[src/rtl/wb_dsp_sample_fetch.sv]
// Wishbone read-DMA front end for the DSP datapath: fetches a block of
// 32-bit samples with classic single reads, buffers them in a small
// show-ahead FIFO and hands them to the algorithm core on a valid/ready
// stream. Completion and bus errors are reported to the control registers.
module wb_dsp_sample_fetch #(
    parameter int AW         = 32,
    parameter int DW         = 32,
    parameter int LEN_W      = 16,
    parameter int FIFO_DEPTH = 4
) (
    input  logic             wb_clk,
    input  logic             wb_rst,

    input  logic             start_i,
    input  logic [AW-1:0]    base_adr_i,
    input  logic [LEN_W-1:0] len_i,
    output logic             busy_o,
    output logic             done_o,
    output logic             err_o,

    output logic [DW-1:0]    sample_o,
    output logic             sample_valid_o,
    input  logic             sample_ready_i,

    output logic [AW-1:0]    wb_master_adr_o,
    output logic [DW-1:0]    wb_master_dat_o,
    output logic [3:0]       wb_master_sel_o,
    output logic             wb_master_we_o,
    output logic             wb_master_cyc_o,
    output logic             wb_master_stb_o,
    output logic [2:0]       wb_master_cti_o,
    output logic [1:0]       wb_master_bte_o,
    input  logic [DW-1:0]    wb_master_dat_i,
    input  logic             wb_master_ack_i,
    input  logic             wb_master_err_i,
    input  logic             wb_master_rty_i
);

    localparam int PTR_W = (FIFO_DEPTH > 1) ? $clog2(FIFO_DEPTH) : 1;
    localparam int CNT_W = PTR_W + 1;
    localparam logic [CNT_W-1:0] FULL_CNT = CNT_W'(FIFO_DEPTH);

    typedef enum logic [1:0] {
        IDLE,
        READ,
        WAIT_SPACE,
        DRAIN
    } state_t;

    state_t           state;
    logic [AW-1:0]    adr_q;
    logic [LEN_W-1:0] remaining;
    logic             busy_q;
    logic             cyc_q;
    logic             done_q;
    logic             err_q;

    logic [DW-1:0]    mem [FIFO_DEPTH];
    logic [PTR_W-1:0] wr_ptr;
    logic [PTR_W-1:0] rd_ptr;
    logic [CNT_W-1:0] count;
    logic [CNT_W-1:0] count_after_push;
    logic             push;
    logic             pop;

    // An error response wins over a simultaneous ack, so its data is never buffered.
    assign push = (state == READ) && wb_master_ack_i && !wb_master_err_i;
    assign pop  = (count != '0) && sample_ready_i;

    // Occupancy the FIFO will have after this cycle's push (and possible pop).
    assign count_after_push = pop ? count : count + CNT_W'(1);

    // Transfer sequencer: address/length bookkeeping and registered bus/status outputs.
    always_ff @(posedge wb_clk) begin
        if (wb_rst) begin
            state     <= IDLE;
            adr_q     <= '0;
            remaining <= '0;
            busy_q    <= 1'b0;
            cyc_q     <= 1'b0;
            done_q    <= 1'b0;
            err_q     <= 1'b0;
        end else begin
            done_q <= 1'b0;
            case (state)
                IDLE: begin
                    if (start_i) begin
                        adr_q     <= base_adr_i;
                        remaining <= len_i;
                        err_q     <= 1'b0;
                        if (len_i == '0) begin
                            done_q <= 1'b1;
                        end else begin
                            state  <= READ;
                            busy_q <= 1'b1;
                            cyc_q  <= 1'b1;
                        end
                    end
                end
                READ: begin
                    if (wb_master_err_i) begin
                        err_q <= 1'b1;
                        state <= DRAIN;
                        cyc_q <= 1'b0;
                    end else if (wb_master_ack_i) begin
                        adr_q     <= adr_q + AW'(4);
                        remaining <= remaining - LEN_W'(1);
                        if (remaining == LEN_W'(1)) begin
                            state <= DRAIN;
                            cyc_q <= 1'b0;
                        end else if (count_after_push == FULL_CNT) begin
                            state <= WAIT_SPACE;
                            cyc_q <= 1'b0;
                        end
                    end else if (wb_master_rty_i) begin
                        // Dropping the strobe for a cycle guarantees an idle gap before the retry.
                        state <= WAIT_SPACE;
                        cyc_q <= 1'b0;
                    end
                end
                WAIT_SPACE: begin
                    if (count < FULL_CNT) begin
                        state <= READ;
                        cyc_q <= 1'b1;
                    end
                end
                DRAIN: begin
                    if (count == '0) begin
                        state  <= IDLE;
                        busy_q <= 1'b0;
                        done_q <= 1'b1;
                    end
                end
                default: state <= IDLE;
            endcase
        end
    end

    // FIFO pointers and occupancy; a flush on reset discards buffered samples.
    always_ff @(posedge wb_clk) begin
        if (wb_rst) begin
            wr_ptr <= '0;
            rd_ptr <= '0;
            count  <= '0;
        end else begin
            if (push) wr_ptr <= wr_ptr + PTR_W'(1);
            if (pop)  rd_ptr <= rd_ptr + PTR_W'(1);
            case ({push, pop})
                2'b10:   count <= count + CNT_W'(1);
                2'b01:   count <= count - CNT_W'(1);
                default: count <= count;
            endcase
        end
    end

    // Sample storage; data is not reset, validity comes from the pointers.
    always_ff @(posedge wb_clk) begin
        if (push) mem[wr_ptr] <= wb_master_dat_i;
    end

    assign sample_o       = mem[rd_ptr];
    assign sample_valid_o = (count != '0);

    assign busy_o = busy_q;
    assign done_o = done_q;
    assign err_o  = err_q;

    assign wb_master_adr_o = adr_q;
    assign wb_master_cyc_o = cyc_q;
    assign wb_master_stb_o = cyc_q;
    assign wb_master_dat_o = '0;
    assign wb_master_sel_o = 4'hF;
    assign wb_master_we_o  = 1'b0;
    assign wb_master_cti_o = 3'b000;
    assign wb_master_bte_o = 2'b00;

endmodule
[config.mk]
export PLATFORM = sky130hd
export DESIGN_NAME = wb_dsp_sample_fetch
export DESIGN_NICKNAME = d
export VERILOG_FILES = /design/src/rtl/wb_dsp_sample_fetch.sv
export SDC_FILE = /design/constraint.sdc
export NUM_CORES = 1
export LEC_CHECK = 0
export BUFFER_PORTS_ARGS = -buffer_cell sky130_fd_sc_hd__buf_2
export CORE_MARGIN = 3
export CORE_UTILIZATION = 54
export DETAILED_ROUTE_END_ITERATION = 6
export PLACE_DENSITY = 0.83
export SLEW_MARGIN = 20
export SYNTH_ARGS = -nofsm -noshare
export SYNTH_HDL_FRONTEND = slang
export SYNTH_SLANG_ARGS = --single-unit
[constraint.sdc]
create_clock -name wb_clk -period 5.6 [get_ports wb_clk]
set_input_delay 0.28 -clock wb_clk [delete_from_list [all_inputs] [get_ports wb_clk]]
set_output_delay 0.28 -clock wb_clk [all_outputs]
set_load 0.01 [all_outputs]
# Yosys cells after proc, flatten, opt, wreduce, memory -nomap -nowiden
# Memories as Yosys holds them, arrays and structs flattened. A register that Yosys moved wholly into a read port is not among the register bits.
# Cells that the tools add are included.
totals:
  ramBits: 128
  output_inout_bits: 112
  memories: 1
  regBits: 61
  word_cells: 93
  inputBits: 87
classes:
  addsub: 6
  n_reduce_logical: 17
  n_mux: 42
  magnitude_cmp: 1
  eq_ne: 16
memory_table:
  columns: ["name", "words", "width", "read_ports", "rd_clocked_by_memory_dff", "write_ports", "line_no", "rtl"]
  rows:
  - ["mem", 4, 32, 1, 1, 1, "58", "logic [DW-1:0] mem [FIFO_DEPTH];"]
op_table:
  columns: ["operator", "n"]
  rows:
  - ["32-bit 2-to-1 mux", 3]
  - ["32-bit one-hot mux with 2 select lines", 1]
  - ["16-bit 2-to-1 mux", 3]
  - ["32-bit by 3-bit adder with 32-bit output, second input constant", 1]
  - ["16-bit one-hot mux with 2 select lines", 1]
  - ["2-bit 2-to-1 mux", 11]
  - ["16-bit by 1-bit equality test with 1-bit output, second input constant", 1]
  - ["16-bit logical NOT", 1]
  - ["1-bit 2-to-1 mux", 16]
  - ["16-bit by 1-bit subtractor with 16-bit output, second input constant", 1]
  - ["2-bit inequality test, second input constant", 7]
  - ["6-bit AND reduction", 2]
  - ["2-bit one-hot mux with 4 select lines", 1]
  - ["4-bit AND reduction", 2]
  - ["2-bit equality test, second input constant", 3]
  - ["1-bit one-hot mux with 2 select lines", 3]
  - ["3-bit one-hot mux with 2 select lines", 1]
  - ["2-bit nonzero test", 3]
  - ["3-bit nonzero test", 2]
  - ["5-bit by 3-bit inequality test with 1-bit output, second input constant", 1]
  - ["2-bit by 1-bit adder with 2-bit output, second input constant", 2]
  - ["2-bit by 1-bit equality test with 1-bit output, second input constant", 2]
  - ["4-bit inequality test, second input constant", 1]
  - ["3-bit by 1-bit adder with 3-bit output, second input constant", 1]
  - ["other kinds (10)", 12]

# Depth between registers and ports, before layout
depth:
  depth_word: 9
  depth_mapped: 10
  depth_no_buf: 9

# Worst setup path after synthesis
# Ideal clock, no wire load.
synth_path:
  path_type: "reg-to-reg"
  from: "register state[1]"
  to: "memory mem[0][0], enable pin"
  stages_incl_launch_ff: 6
  slack_ns: 3.461
  required_time_ns: 5.208
  n_path_buf: 1
  period_less_slack_ns: 2.139
  arrival_time_ns: 1.747
  path_cell_list: "dfxtp_1 inv_1 ha_1 and3b_1 buf_4 and2_1"
synth_via:
  elab_chain_cells: 5
synth_rtl:
  columns: ["element", "line_no", "rtl"]
  rows:
  - ["start: declaration", "50", "state_t state;"]
  - ["start signal: assignment", "76", "state <= IDLE;"]
  - ["start signal: assignment", "94", "state <= READ;"]
  - ["start signal: assignment", "103", "state <= DRAIN;"]
  - ["2-bit by 1-bit equality test with 1-bit output", "67", "assign push = (state == READ) && wb_master_ack_i && !wb_master_err_i;"]
  - ["1-bit logical AND (2 in series)", "67", null]
  - ["1-bit 2-to-1 mux", "158", "if (push) mem[wr_ptr] <= wb_master_dat_i;"]
  - ["1-bit 2-to-1 mux (implied by the code)", "158", null]
  - ["end: declaration", "58", null]
# No other way between the ends.

# Worst setup path in the final report
layout_path:
  from: "register state[1]"
  to: "register adr_q[13] (netlist: wb_master_adr_o[13])"
layout_via:
  elab_chain_cells: 3
layout_rtl:
  columns: ["element", "line_no", "rtl"]
  rows:
  - ["2-bit by 1-bit equality test with 1-bit output or 2-bit logical NOT (tied branches)", "85", "case (state)"]
  - ["2-bit inequality test (no line) or 2-bit nonzero test (tied branches)", null, null]
  - ["4-bit AND reduction (no line)", null, null]
  - ["end signal: assignment", "88", "adr_q <= base_adr_i;"]
  - ["end signal: assignment", "106", "adr_q <= adr_q + AW'(4);"]
  - ["end: declaration", "51", "logic [AW-1:0] adr_q;"]
# Parallel ways exist; a longest one is shown, timed or not.
# A chain may end at the register's enable or synchronous reset.

==> reports/qor.yml <==
synthTopCellsByArea: "edfxtp_1 43%, dfxtp_1 14%, mux4_2 8.1%"
rsz0062_at_grt: "no"
die_x_um: 134.5
drcViolationCount: 0
postCtsHoldBufs: 0
criticalPathCategory: "flip-flop to flip-flop"
portBuffers: 156
p_leak_uw: 0.003783
status: "complete, no violations"
fmaxAchievable_ghz: 0.3396
wl_um: 20330
cp_max_fo: 78
synth_area_per_cell_um2: 12.50
worst_ep_required_time_ns: 5.93
ys.flop_type: "edfxtp_1"
gp_congestion: 0.8655
maxSlewHeadroom_pct: 27.62
io_pins: 199
max_slew.worst_pin.slew_ns: 1.084
grt_pass1_wl_um: 31480
dr.pass1.iters: 5
grt_max_degree: 79
setup_viol: 0
ir_worst_vdd_uv: 244.0
ys_seq_elements: 191
drive_above_1_share_pct: 29.39
layout_commonest_cell: "buf_2"
numCtsBuffers: 17
report.final.slew_viol_count: 0
wl_per_cell_um: 18.71
start_kind: "flip-flop"
syn-cell-area_um2: 8910
die-area_um2: 18080
final_cell_mix: "156 x buf_2, 128 x edfxtp_1, 62 x dfxtp_1, 51 x nand2_1, 42 x conb_1"
finalCriticalPeriod_ns: 2.945
areaGrowthSynthToFinish_pct: 15.41
hold_viol_final: 0
post_cts_resized: 0
synthCells: 713
cts_root_buf: "clkbuf_16"
die_y_um: 134.5
cts_sinks: 191
grt_pass1_vias: 5919
powerDensity_nw_per_um2: 481.5
fin_crit_sh_pct: 52.59
arrival_ns: 3.27
drt-initial-drc-count: 519
cts_htree_levels: 4
viasPerCell: 5.871
path_clk_slew_ns: 0.07
track_usage_pct: 22.28
final_antenna_net_count: 0
antenna_found_initial: 1
nets: 961
place_hpwl_um: 13610
synth_cell_type_count: 70
hp-class: "input pin to flip-flop"
clock_path_buffers: 2
fillCellCount: 1256
synth.top_cell.area_share_pct: 43.14
start_util_pct: 55.69
async_flop_share_pct: 0
clkLatencyLatePin_ns: 0.43
num_vias: 6382
synth_seq_area_share_pct: 57.30
cts_tree: "built"
rows: 46
drv_cap: 0
synth_edf_count: 128
core_um2: 16000
overflow: 0
fin_setup_tns_ns: 0
ys_warn_count: 0
total_power_uw: 4951
antenna_cells: 0
yosys.area.top_type: "edfxtp_1"
postCtsSetupRepairBufs: 0
end_kind: "flip-flop"
finClkSkew_ns: 0.01037
==> where the power goes <==
group	internal, uW	switching, uW	leakage [uW]	total [uW]
combinational	755	1070	0.00183	1830
clock	631	544	0.000281	1170
sequential	1710	239	0.00167	1950
==> per-layer routing <==
metal | global-route usage, % | part of all wire, % | up-vias
met5 | 0 | 0.079 | -
met4 | 7.410 | 1.4 | 2
met3 | 4.173 | 8.4 | 26
met2 | 36.09 | 50 | 310
met1 | 30.77 | 40 | 3093
li1 | - | - | 2951
==> cells in the mapped netlist, drive strengths merged (7+ instances only) <==
cell type,n
a31oi,9
o22ai,10
a211oi,16
and4,7
o31ai,8
o21ai,21
nor2,43
nand3,17
a22oi,7
nor4,8
mux2i,7
nand2,51
and3,7
inv,21
nand4,11
a21oi,42
nor3,21
edfxtp,128
nor2b,9
clkbuf,19
mux4,32
ha,16
buf,62
dfxtp,63
==> cell families after synthesis <==
kind of cell             synth area share, %
XOR/XNOR                              0.5899
flip-flops                             57.30
adder cells (fa/ha/maj)                2.247
AND/OR/NAND/NOR                        12.08
multiplexers                           9.002
AO/OA/AOI/OAI                          12.34
other                                0.08429
buffers and inverters                  6.361
==> path summary, 6_finish.rpt <==
check / slack (ns) / cells past startpoint / end / start
worst max-delay path: 2.66 / 8 / wb_master_adr_o[13]$_SDFFE_PP0P_ / state[1]$_SDFFE_PP0P_
worst min-delay path: 0.06 / 1 / mem[1][2]$_DFFE_PP_ / wb_master_dat_i[2]
worst max register to register: 2.66 / 8 / wb_master_adr_o[13]$_SDFFE_PP0P_ / state[1]$_SDFFE_PP0P_
worst min register to register: 0.49 / 2 / wb_master_adr_o[1]$_SDFFE_PP0P_ / wb_master_adr_o[1]$_SDFFE_PP0P_
==> state kept, by name, indices dropped and copies added, names as in the netlist, named ones only <==
signal	cells
wb_master_adr_o	32
wb_master_cyc_o	1
mem	128
done_o	1
busy_o	1
remaining	16
count	3
rd_ptr	2
wr_ptr	2
state	2
err_o	1
==> cell type report <==
class | count | area [um^2] | area share [%]
inverters | 21 | 78.83 | 0.7666
clock inverters | 14 | 143.9 | 1.399
well taps | 216 | 270.3 | 2.628
multi-input cells | 460 | 3391 | 32.98
repair buffers | 167 | 863.3 | 8.396
clock buffers | 18 | 429.2 | 4.174
flip-flops and latches | 191 | 5106 | 49.66
==> worst max-delay path, cell delays in order (launching register included) <==
cell       delay [ns]
dfxtp_1          0.38
inv_1            0.10
ha_2             0.18
buf_4            0.34
nor2b_1          0.27
o21a_1           0.84
buf_4            0.33
nor2_1           0.07
a2111oi_2        0.33
==> per-stage QoR <==
step	utilization, %	std cells	hold WS (ns)	setup WS, ns	area (um^2)
floorplan	-	753	0.3789	3.461	9060
global placement	60.68	1055	0.4703	2.779	9709
detailed placement	60.68	1055	0.4823	2.662	9709
CTS	64.26	1087	0.04766	2.647	10280
global route	64.26	1087	0.05537	2.366	10280
finish	64.26	1087	0.06493	2.655	10280
Power figures use the tool's default switching activity.
